$ cat src/rtl/fetch_stage.sv
// Instruction-fetch stage: owns the PC, reads the combinational ROM and registers
// the fetched word into IF/ID. Handles stall, redirect flush and halt-on-opcode.
module fetch_stage #(
  parameter int              PC_W     = 16,
  parameter int              INST_W   = 9,
  parameter logic [PC_W-1:0] RESET_PC = 16'd1,
  parameter logic [4:0]      HALT_OP  = 5'b11010
) (
  input  logic              clk,
  input  logic              rst_n,
  output logic [PC_W-1:0]   pc,
  input  logic [INST_W-1:0] rom_inst,
  input  logic              stall,
  input  logic              redirect_valid,
  input  logic [PC_W-1:0]   redirect_pc,
  output logic              if_valid,
  output logic [INST_W-1:0] if_inst,
  output logic [PC_W-1:0]   if_pc,
  output logic              halted
);

  typedef enum logic {RUN, HALTED} state_t;

  state_t              state_q, state_d;
  logic [PC_W-1:0]     pc_q, pc_d;
  logic                vld_q, vld_d;
  logic [INST_W-1:0]   inst_q, inst_d;
  logic [PC_W-1:0]     ipc_q, ipc_d;
  logic                is_halt;

  assign is_halt = (rom_inst[INST_W-1 -: 5] == HALT_OP);

  // State register
  always_ff @(posedge clk or negedge rst_n) begin
    if (!rst_n) state_q <= RUN;
    else        state_q <= state_d;
  end

  // Next state: redirect beats stall beats normal fetch
  always_comb begin
    state_d = state_q;
    if (redirect_valid)                          state_d = RUN;
    else if (!stall && state_q == RUN && is_halt) state_d = HALTED;
  end

  // Outputs
  always_comb begin
    halted = (state_q == HALTED);
  end

  // Datapath next-state
  always_comb begin
    pc_d   = pc_q;
    vld_d  = vld_q;
    inst_d = inst_q;
    ipc_d  = ipc_q;
    if (redirect_valid) begin
      pc_d  = redirect_pc;
      vld_d = 1'b0;
    end else if (!stall) begin
      if (state_q == RUN) begin
        inst_d = rom_inst;
        ipc_d  = pc_q;
        vld_d  = 1'b1;
        if (!is_halt) pc_d = pc_q + 1'b1;
      end else begin
        vld_d = 1'b0;
      end
    end
  end

  always_ff @(posedge clk or negedge rst_n) begin
    if (!rst_n) begin
      pc_q   <= RESET_PC;
      vld_q  <= 1'b0;
      inst_q <= '0;
      ipc_q  <= '0;
    end else begin
      pc_q   <= pc_d;
      vld_q  <= vld_d;
      inst_q <= inst_d;
      ipc_q  <= ipc_d;
    end
  end

  assign pc       = pc_q;
  assign if_valid = vld_q;
  assign if_inst  = inst_q;
  assign if_pc    = ipc_q;

endmodule

$ cat config.mk
export PLATFORM = sky130hd
export DESIGN_NAME = fetch_stage
export DESIGN_NICKNAME = d
export VERILOG_FILES = /design/src/rtl/fetch_stage.sv
export SDC_FILE = /design/constraint.sdc
export NUM_CORES = 1
export LEC_CHECK = 0
export CAP_MARGIN = 20
export CORE_ASPECT_RATIO = 1.75
export CORE_MARGIN = 2
export CORE_UTILIZATION = 44
export DETAILED_ROUTE_END_ITERATION = 12
export PLACE_DENSITY = 0.8
export SLEW_MARGIN = 15
export SYNTH_ARGS = -nofsm -noshare
export SYNTH_HDL_FRONTEND = slang
export SYNTH_SLANG_ARGS = --single-unit
$ cat constraint.sdc
create_clock -name clk -period 2.5 [get_ports clk]
set_clock_uncertainty 0.1 [all_clocks]
set_input_delay 0.5 -clock clk [delete_from_list [all_inputs] [get_ports clk]]
set_output_delay 0.5 -clock clk [all_outputs]
set_load 0.1 [all_outputs]
==> impl_metrics.ini <==
[outcome]
outcome = completed

[critical_path]
worst-setup-path-type = in2reg
critical_path_arrival_ns = 2.16
regToRegSetupSlack_ns = 0.49
path_max_fanout = 12
start_kind = primary input
crit_path_end_kind = flop
critPathRequiredTime_ns = 2.58

[drt]
vias = 1637
route.met3.wl_um = 198
routed_wl_mm = 4.70
wl_met1_mm = 1.83
vias_per_cell = 5.49
dr.pass1.iters = 4
met2_length_mm = 2.58
drt_iter0_drc = 26
drc = 0
wl_per_cell_um = 15.8
top_layer_used = met4
postRouteAntennaNets = 0

[placement]
port_buffers = 71
hpwl_mm = 3.54
post-place-ws_ns = 0.116
place_area_mm2 = 0.00270
gp_congestion = 0.828

[timing]
fin_hold_ws_ns = 0.0272
setup_slack_ns = 0.421
clock.fmax_mhz = 481
worstMarginPinSlew_ns = 0.646
fin_crit_ns = 2.08
finalCritPeriodShare_pct = 83.2
setup_viol = 0
fin_setup_tns_ns = 0
hold_viol_final = 0
rsz0062_at_grt = no
relSlewSlack_pct = 55.8
maxSlewViolCount = 0

[global_route]
grt_use_total_pct = 20.3
grt_pass1_vias = 1576
grt_pass1_wl_mm = 7.53
antenna_found_initial = 0
grt_max_degree = 29
overflow = 0

[clocking]
cts_setup_buffers = 0
clock_latency_ns = 0.29
hold_buffers = 0
cts_repair_resize_count = 0
cts_made_buffers = 5
clockBufferDepth = 2
cts_max_level = 2
path_clk_slew_ns = 0.08
clock-root-buffer = clkbuf_8
clock-sinks = 43
cts_tree = done

[synth]
synthCells = 168
ys_ff_latch = 43
syn_area_mm2 = 0.00201
yosysWarnings = 0
synth-edff-count = 0
synthArstFlopShare_pct = 100
ys_seq_area_share_pct = 53.6
avgSynthCellArea_um2 = 12.0
syn_nets = 198
ys_dominant_reg_cell = dfrtp_1
ys_types = 43

[floorplan]
num_rows = 32
die_y_um = 93.4
dieArea_mm2 = 0.00515
initial_utilization_pct = 45.7
io_pins = 72
chipWidth_um = 55.1
coreArea_mm2 = 0.00440

[layout]
final_layout_size_suffix_gt1_share_pct = 36.0
design_area_mm2 = 0.00282
nets = 276
areaGrowthSynthToFinish_pct = 40.3
antennaDiodeCount = 0

[pwr]
power.switching_mw = 1.21
powerDensity_mw_per_mm2 = 923
internal_power_mw = 1.39
p_leak_nw = 1.22
combPwrFrac_pct = 44.8
clock_power_share_pct = 21.4
pwr-share-seq_pct = 33.8
switching_share_pct = 46.6
vdd_drop_max_mv = 0.910

[min_path]
hp-class = in2async

[run]
maxCapViolations = 0
==> through the flow <==
stage               std cells  power [mW]  utilization (%)
global placement          290        2.05             61.4
detailed placement        290        2.07             61.4
finish                    298        2.60             64.0
floorplan                 168        1.77                -
CTS                       298        2.63             64.0
global route              298        2.69             64.0
==> layout by cell type, fill, tap and decap left out, types with 4 or more instances in the layout <==
cell / count
a31oi_1: 4
buf_4: 50
clkbuf_8: 6
clkdlybuf4s50_1: 27
dfrtp_1: 42
mux2_2: 25
nand2_1: 11
nor2_1: 9
nor4_1: 4
o21ai_0: 8
o31a_1: 4
xor2_1: 5
==> path summary, 6_finish.rpt <==
| check | to | startpoint | depth (start not counted) |
|---|---|---|---|
| setup / recovery | pc[15] | stall | 5 |
| hold reg to reg | if_inst[7] | if_inst[7] | 1 |
| hold / removal | if_pc[4] | rst_n | 1 |
| setup reg to reg | pc[10] | pc[0] | 5 |
| max in group asynchronous | pc[0] | rst_n | 2 |
| min in group clk | if_inst[7] | if_inst[7] | 1 |
==> routing by layer <==
metal / up-vias / track usage (%)
li1: 788 / -
met1: 795 / 24.1
met2: 47 / 34.1
met3: 7 / 4.15
met4: 0 / 8.74
met5: - / 0
==> final cells by class <==
class	count	area, µm²
Clock buffer	6	82.6
Clock inverter	2	35.0
Fill cell	378	1580
Inverter	4	15.0
Multi-Input combinational cell	113	876
Sequential cell	43	1080
Tap cell	51	63.8
Timing Repair Buffer	79	671
==> registers in the layout (all words and copies together), names as in the netlist <==
| register | flops |
|---|---|
| pc | 16 |
| if_valid | 1 |
| halted | 1 |
| if_inst | 9 |
| if_pc | 16 |
==> cells by family (layout without fill, tap and decap cells) <==
| family | Yosys count | in the layout | synth area share, % |
|---|---|---|---|
| AND/OR/NAND/NOR | 46 | 46 | 13.4 |
| flip-flops | 43 | 43 | 53.6 |
| AO/OA/AOI/OAI | 33 | 33 | 11.7 |
| multiplexers | 26 | 26 | 14.5 |
| buffers and inverters | 12 | 91 | 3.17 |
| XOR/XNOR | 7 | 7 | 3.05 |
| adder cells (fa/ha/maj) | 1 | 1 | 0.622 |
==> cells in the mapped netlist (all sizes together) (2+ instances only) <==
| master | number | area share (%) |
|---|---|---|
| a2111oi | 2 | 0.87 |
| a31oi | 4 | 1.2 |
| and4 | 2 | 0.87 |
| buf | 5 | 1.9 |
| clkbuf | 3 | 0.56 |
| dfrtp | 42 | 52 |
| inv | 3 | 0.56 |
| mux2 | 25 | 14 |
| nand2 | 11 | 2.1 |
| nand2b | 2 | 0.62 |
| nand3 | 3 | 0.75 |
| nand4 | 3 | 0.93 |
| nor2 | 9 | 1.7 |
| nor3 | 2 | 0.75 |
| nor4 | 4 | 1.2 |
| o211ai | 3 | 1.1 |
| o21ai | 11 | 2.9 |
| o31a | 4 | 1.7 |
| o31ai | 3 | 1.1 |
| or4 | 3 | 1.1 |
| xnor2 | 2 | 0.87 |
| xor2 | 5 | 2.2 |
==> worst max-delay path, stage by stage <==
cell             delay (ns)
clkdlybuf4s50_1        0.50
and4bb_1               0.34
o21ai_2                0.15
o41a_1                 0.40
a221o_1                0.27
==> power by group through the flow <==
| stage | clock (mW) | combinational [mW] | sequential [mW] |
|---|---|---|---|
| 2_1_floorplan | 0 | 0.153 | 1.62 |
| 3_3_place_gp | 0 | 1.16 | 0.890 |
| 3_5_place_dp | 0 | 1.17 | 0.896 |
| 4_1_cts | 0.575 | 1.17 | 0.882 |
| 5_1_grt | 0.598 | 1.20 | 0.896 |
| 6_report | 0.557 | 1.17 | 0.880 |
No activity file was read; power rests on OpenSTA's default activity.
